==> src/rtl/vga_fb_arbiter.sv <==
// vga_fb_arbiter: arbitrates full-screen clears and single-dot plots onto one framebuffer write port
module vga_fb_arbiter #(
  parameter int H_DOTS  = 160,
  parameter int V_DOTS  = 120,
  parameter int COLOR_W = 3
) (
  input  logic               CLOCK_50,
  input  logic               resetn,
  input  logic               clr_req,
  input  logic [COLOR_W-1:0] clr_color,
  input  logic               plot_req,
  input  logic [7:0]         plot_x,
  input  logic [6:0]         plot_y,
  input  logic [COLOR_W-1:0] plot_color,
  output logic               plot_ack,
  output logic               busy,
  output logic               done,
  output logic [7:0]         fb_x,
  output logic [6:0]         fb_y,
  output logic [COLOR_W-1:0] fb_color,
  output logic               fb_we
);
  typedef enum logic [1:0] {IDLE, CLEAR, PLOT} state_t;
  state_t             state, state_n;
  logic [7:0]         x_n;
  logic [6:0]         y_n;
  logic [COLOR_W-1:0] c_n;
  logic               we_n, ack_n, done_n, last_x, last_y, in_range;
  assign last_x   = fb_x == 8'(H_DOTS - 1);
  assign last_y   = fb_y == 7'(V_DOTS - 1);
  assign in_range = ({1'b0, plot_x} < 9'(H_DOTS)) && ({1'b0, plot_y} < 8'(V_DOTS));
  // next state and next registered outputs; clear beats plot, requests ignored outside IDLE
  always_comb begin
    state_n = state;
    x_n     = fb_x;
    y_n     = fb_y;
    c_n     = fb_color;
    we_n    = 1'b0;
    ack_n   = 1'b0;
    done_n  = 1'b0;
    case (state)
      IDLE:
        if (clr_req) begin
          state_n = CLEAR;
          x_n     = '0;
          y_n     = '0;
          c_n     = clr_color;
          we_n    = 1'b1;
        end else if (plot_req) begin
          state_n = PLOT;
          x_n     = plot_x;
          y_n     = plot_y;
          c_n     = plot_color;
          ack_n   = 1'b1;
          we_n    = in_range;
        end
      CLEAR:
        if (last_x && last_y) begin
          state_n = IDLE;
          done_n  = 1'b1;
        end else begin
          we_n = 1'b1;
          x_n  = last_x ? 8'd0 : fb_x + 8'd1;
          y_n  = last_x ? fb_y + 7'd1 : fb_y;
        end
      PLOT:    state_n = IDLE;
      default: state_n = IDLE;
    endcase
  end
  // state and output registers; reset aborts any clear in progress
  always_ff @(posedge CLOCK_50 or negedge resetn) begin
    if (!resetn) begin
      state    <= IDLE;
      fb_x     <= '0;
      fb_y     <= '0;
      fb_color <= '0;
      fb_we    <= 1'b0;
      plot_ack <= 1'b0;
      done     <= 1'b0;
      busy     <= 1'b0;
    end else begin
      state    <= state_n;
      fb_x     <= x_n;
      fb_y     <= y_n;
      fb_color <= c_n;
      fb_we    <= we_n;
      plot_ack <= ack_n;
      done     <= done_n;
      busy     <= state_n != IDLE;
    end
  end
endmodule

==> config.mk <==
export PLATFORM = sky130hd
export DESIGN_NAME = vga_fb_arbiter
export DESIGN_NICKNAME = d
export VERILOG_FILES = /design/src/rtl/vga_fb_arbiter.sv
export SDC_FILE = /design/constraint.sdc
export NUM_CORES = 1
export LEC_CHECK = 0
export BUFFER_PORTS_ARGS = -buffer_cell sky130_fd_sc_hd__buf_2
export CAP_MARGIN = 25
export CORE_ASPECT_RATIO = 0.75
export CORE_MARGIN = 2
export CORE_UTILIZATION = 53
export DETAILED_ROUTE_END_ITERATION = 12
export HOLD_SLACK_MARGIN = 0.06
export PLACE_DENSITY = 0.84
export SKIP_LAST_GASP = 1
export SLEW_MARGIN = 20
export SYNTH_ARGS = -nofsm -noshare
export SYNTH_HDL_FRONTEND = slang
export SYNTH_SLANG_ARGS = --single-unit
==> constraint.sdc <==
create_clock -name CLOCK_50 -period 3.4 [get_ports CLOCK_50]
set_input_delay 0.68 -clock CLOCK_50 [delete_from_list [all_inputs] [get_ports CLOCK_50]]
set_output_delay 0.68 -clock CLOCK_50 [all_outputs]
set_load 0.02 [all_outputs]
==> metrics.md <==
| Metric | Value |
|---|---|
| Most frequent cell after synthesis | dfrtp_1 |
| Crit path DAT | 2350 ps |
| Clk slew on worst S/H paths | 130 ps |
| Crit path kind | flop to flop |
| Core Rows | 15 |
| Ant diodes | 0 |
| Crit start category | flop |
| Largest net degree at the start of global routing | 25 |
| Combinational family with the most area after synthesis | compound AO/OA/AOI/OAI gates |
| Clock sinks | 24 |
| Global-route usage over all layers | 23.35% |
| Final period utilization | 62.35% |
| Syn Area/Cell | 9.187 um^2 |
| Die X-Extent | 62.68 um |
| Multi-input logic area | 724.4 um^2 |
| Worst-path fanout max | 7 |
| GPL Wtd Cong | 0.8480 |
| Sequential cell area | 600.6 um^2 |
| Library cells used by synthesis | 46 |
| Fin crit period | 2120 ps |
| Vias in the first global route | 1153 |
| CTS root buf | clkbuf_4 |
| Post-Syn Area | 1369 um^2 |
| Final Max Slew Viols | 0 |
| Adder-cell area share of the yosys netlist | 1.828% |
| Yosys warnings | 0 |
| # fillers | 196 |
| Status | finished clean |
| Synth Area in XOR/XNOR | 0.6399% |
| Setup Fix Bufs, Post-CTS | 0 |
| Final hold vios | 0 |
| Core Box Area | 2365 um^2 |
| Hold crit path type | primary input to async pin |
| Final nets | 222 |
| Leading post-synthesis cells by cell area | dfrtp_1, nand2_1, a21oi_1 |
| Seq cells post-synth | 24 |
| Pwr per Cell Area | 675.1 nW/um^2 |
| Wire length per cell | 15.15 um |
| Antenna violations before repair | 0 |
| Resized Gates After CTS | 0 |
| Post-route clock skew | 1.826 ps |
| VDD IR max | 0.0004814 V |
| Util after Layout | 70.90% |
| Layout cell share with drive strength beyond 1 | 31.44% |
| Sequential area share after synthesis | 43.88% |
| Cts hold-fix bufs | 0 |
| Post-synthesis simple-gate area fraction | 22.03% |
| Clock Path Buffers | 2 |
| Number of port buffers | 46 |
| DR iter-0 viols | 116 |
| Total I/O pin count | 47 |
| Clock share of power | 18.6% |
| Die Y | 48.01 um |
| Initial Util | 57.88% |
| Max Freq | 471.7 MHz |
| Static Leak | 0.7871 nW |
| Cells after synthesis | 149 |
| Final wirelength | 3454 um |
| Asr flop ratio synth | 100.0% |
| Comb power frac | 39.7% |
| Post-synth top area share | 43.88% |
| Post-synth top cells | dfrtp_1, nand2_1, nor2_1 |
| Grt ovf | 0 |
| # DRC | 0 |
| Placed inst area | 1624 um^2 |
| Die ar. | 3009 um^2 |
| Post-DP HPWL | 2556 um |
| First-pass GRT wire length | 5292 um |
| EDFF count, synth | 0 |
| Drt via density | 5.974 |
| Internal power | 0.0006801 W |
| Leading area contributor after synthesis | dfrtp_1 |
| Hold WS | 309.0 ps |
| Switching Share | 39.91% |
| Slew headroom | 39.23% |
| Post-route ant nets | 0 |
| TritonCTS clock tree | built |
| Final setup fails | 0 |
| Element type at the critical path end | flop |
| CTS H-tree lvls | 1 |
| Cts bufs inserted | 3 |
| Seq pwr share | 41.7% |
| Ys flop type | dfrtp_1 |
| Detailed Routing Iterations Pass 1 | 4 |
| Worst skew pair latency | 320 ps |
| Total of max-cap violations | 0 |
| Synth Area in Compound Gates | 24.04% |
| Syn Nets | 176 |
| Required @ worst endpoint | 3630 ps |
| Mux share of post-synthesis cell area | 4.388% |
| P&R area growth vs syn | 22.49% |
| Worst R2R Path Depth | 6 |
| TNS Setup | 0 ps |
| RSZ-0062 raised after global routing | false |
| Final Cell Area | 1677 um^2 |
| Vias | 1362 |
| Switching pwr | 0.0004518 W |
| Least-Margin Pin Slew | 908.3 ps |
## routing by layer
layer / up-vias / share of wire, % / GRT usage [%]
met3: 4 / 8.5 / 5.647
li1: 647 / - / -
met2: 66 / 45 / 39.35
met1: 645 / 46 / 30.96
met5: - / 0 / 0
met4: 0 / 0.72 / 7.111
## logic make-up (layout without fill, tap and decap cells)
family          after synthesis  in the layout
fa+ha+maj                     2              2
compound gates               49             49
mux                           5              5
flops                        24             24
xor+xnor                      1              1
buf+inv                      11             56
simple gates                 57             57
## flip-flops by register name (all words and copies together) (netlist names)
signal and flops:
busy 1, done 1, fb_color 3, fb_we 1, fb_x 8, fb_y 7
plot_ack 1, state 2
## area by class of cell
type,count,area share [%]
Sequential cell,24,35.82
Clock inverter,1,1.791
Multi-Input combinational cell,114,43.21
Clock buffer,3,1.343
Timing Repair Buffer,47,14.18
Inverter,5,1.119
Tap cell,34,2.537
## critical path, cell delays in order (launching register included)
cell	delay, ps
dfrtp_1	450
ha_1	240
nand4_1	270
or2_4	350
o21a_4	220
nand2b_4	180
mux2_4	310
## power groups by stage
stage / clock network (W) / registers (W) / logic, W
2_1_floorplan: 0 / 0.000560 / 0.000202
3_3_place_gp: 0 / 0.000467 / 0.000441
3_5_place_dp: 0 / 0.000474 / 0.000452
4_1_cts: 0.000211 / 0.000468 / 0.000453
5_1_grt: 0.000222 / 0.000488 / 0.000490
6_report: 0.000210 / 0.000472 / 0.000450
## per-stage QoR
stage / setup slack, ps / power, W / cells
2_1_floorplan: 1353 / 0.0007623 / 149
3_3_place_gp: 1413 / 0.0009077 / 224
3_5_place_dp: 1325 / 0.0009254 / 224
4_1_cts: 1307 / 0.001132 / 228
5_1_grt: 1128 / 0.001199 / 228
6_report: 1280 / 0.001132 / 228
## worst paths after layout
check	start	to	slack, ps
worst max-delay path	fb_x[0]	fb_y[0]	1280
worst min-delay path	resetn	plot_ack	310
worst max register to register	fb_x[0]	fb_y[0]	1280
worst min register to register	fb_color[1]	fb_color[1]	540
max in group asynchronous	resetn	fb_y[4]	2740
min in group CLOCK_50	fb_color[1]	fb_color[1]	540
## cell usage in the layout, fill, tap and decap left out, drive strengths merged, types with 3 or more instances in the layout
| cell | instances |
|---|---|
| a21oi | 11 |
| a22o | 4 |
| a32oi | 3 |
| buf | 47 |
| clkbuf | 3 |
| dfrtp | 24 |
| inv | 5 |
| mux2i | 3 |
| nand2 | 15 |
| nand3 | 6 |
| nor2 | 15 |
| nor3 | 5 |
| nor4 | 3 |
| o21a | 3 |
| o21ai | 15 |
(Power assumes the default switching activity.)
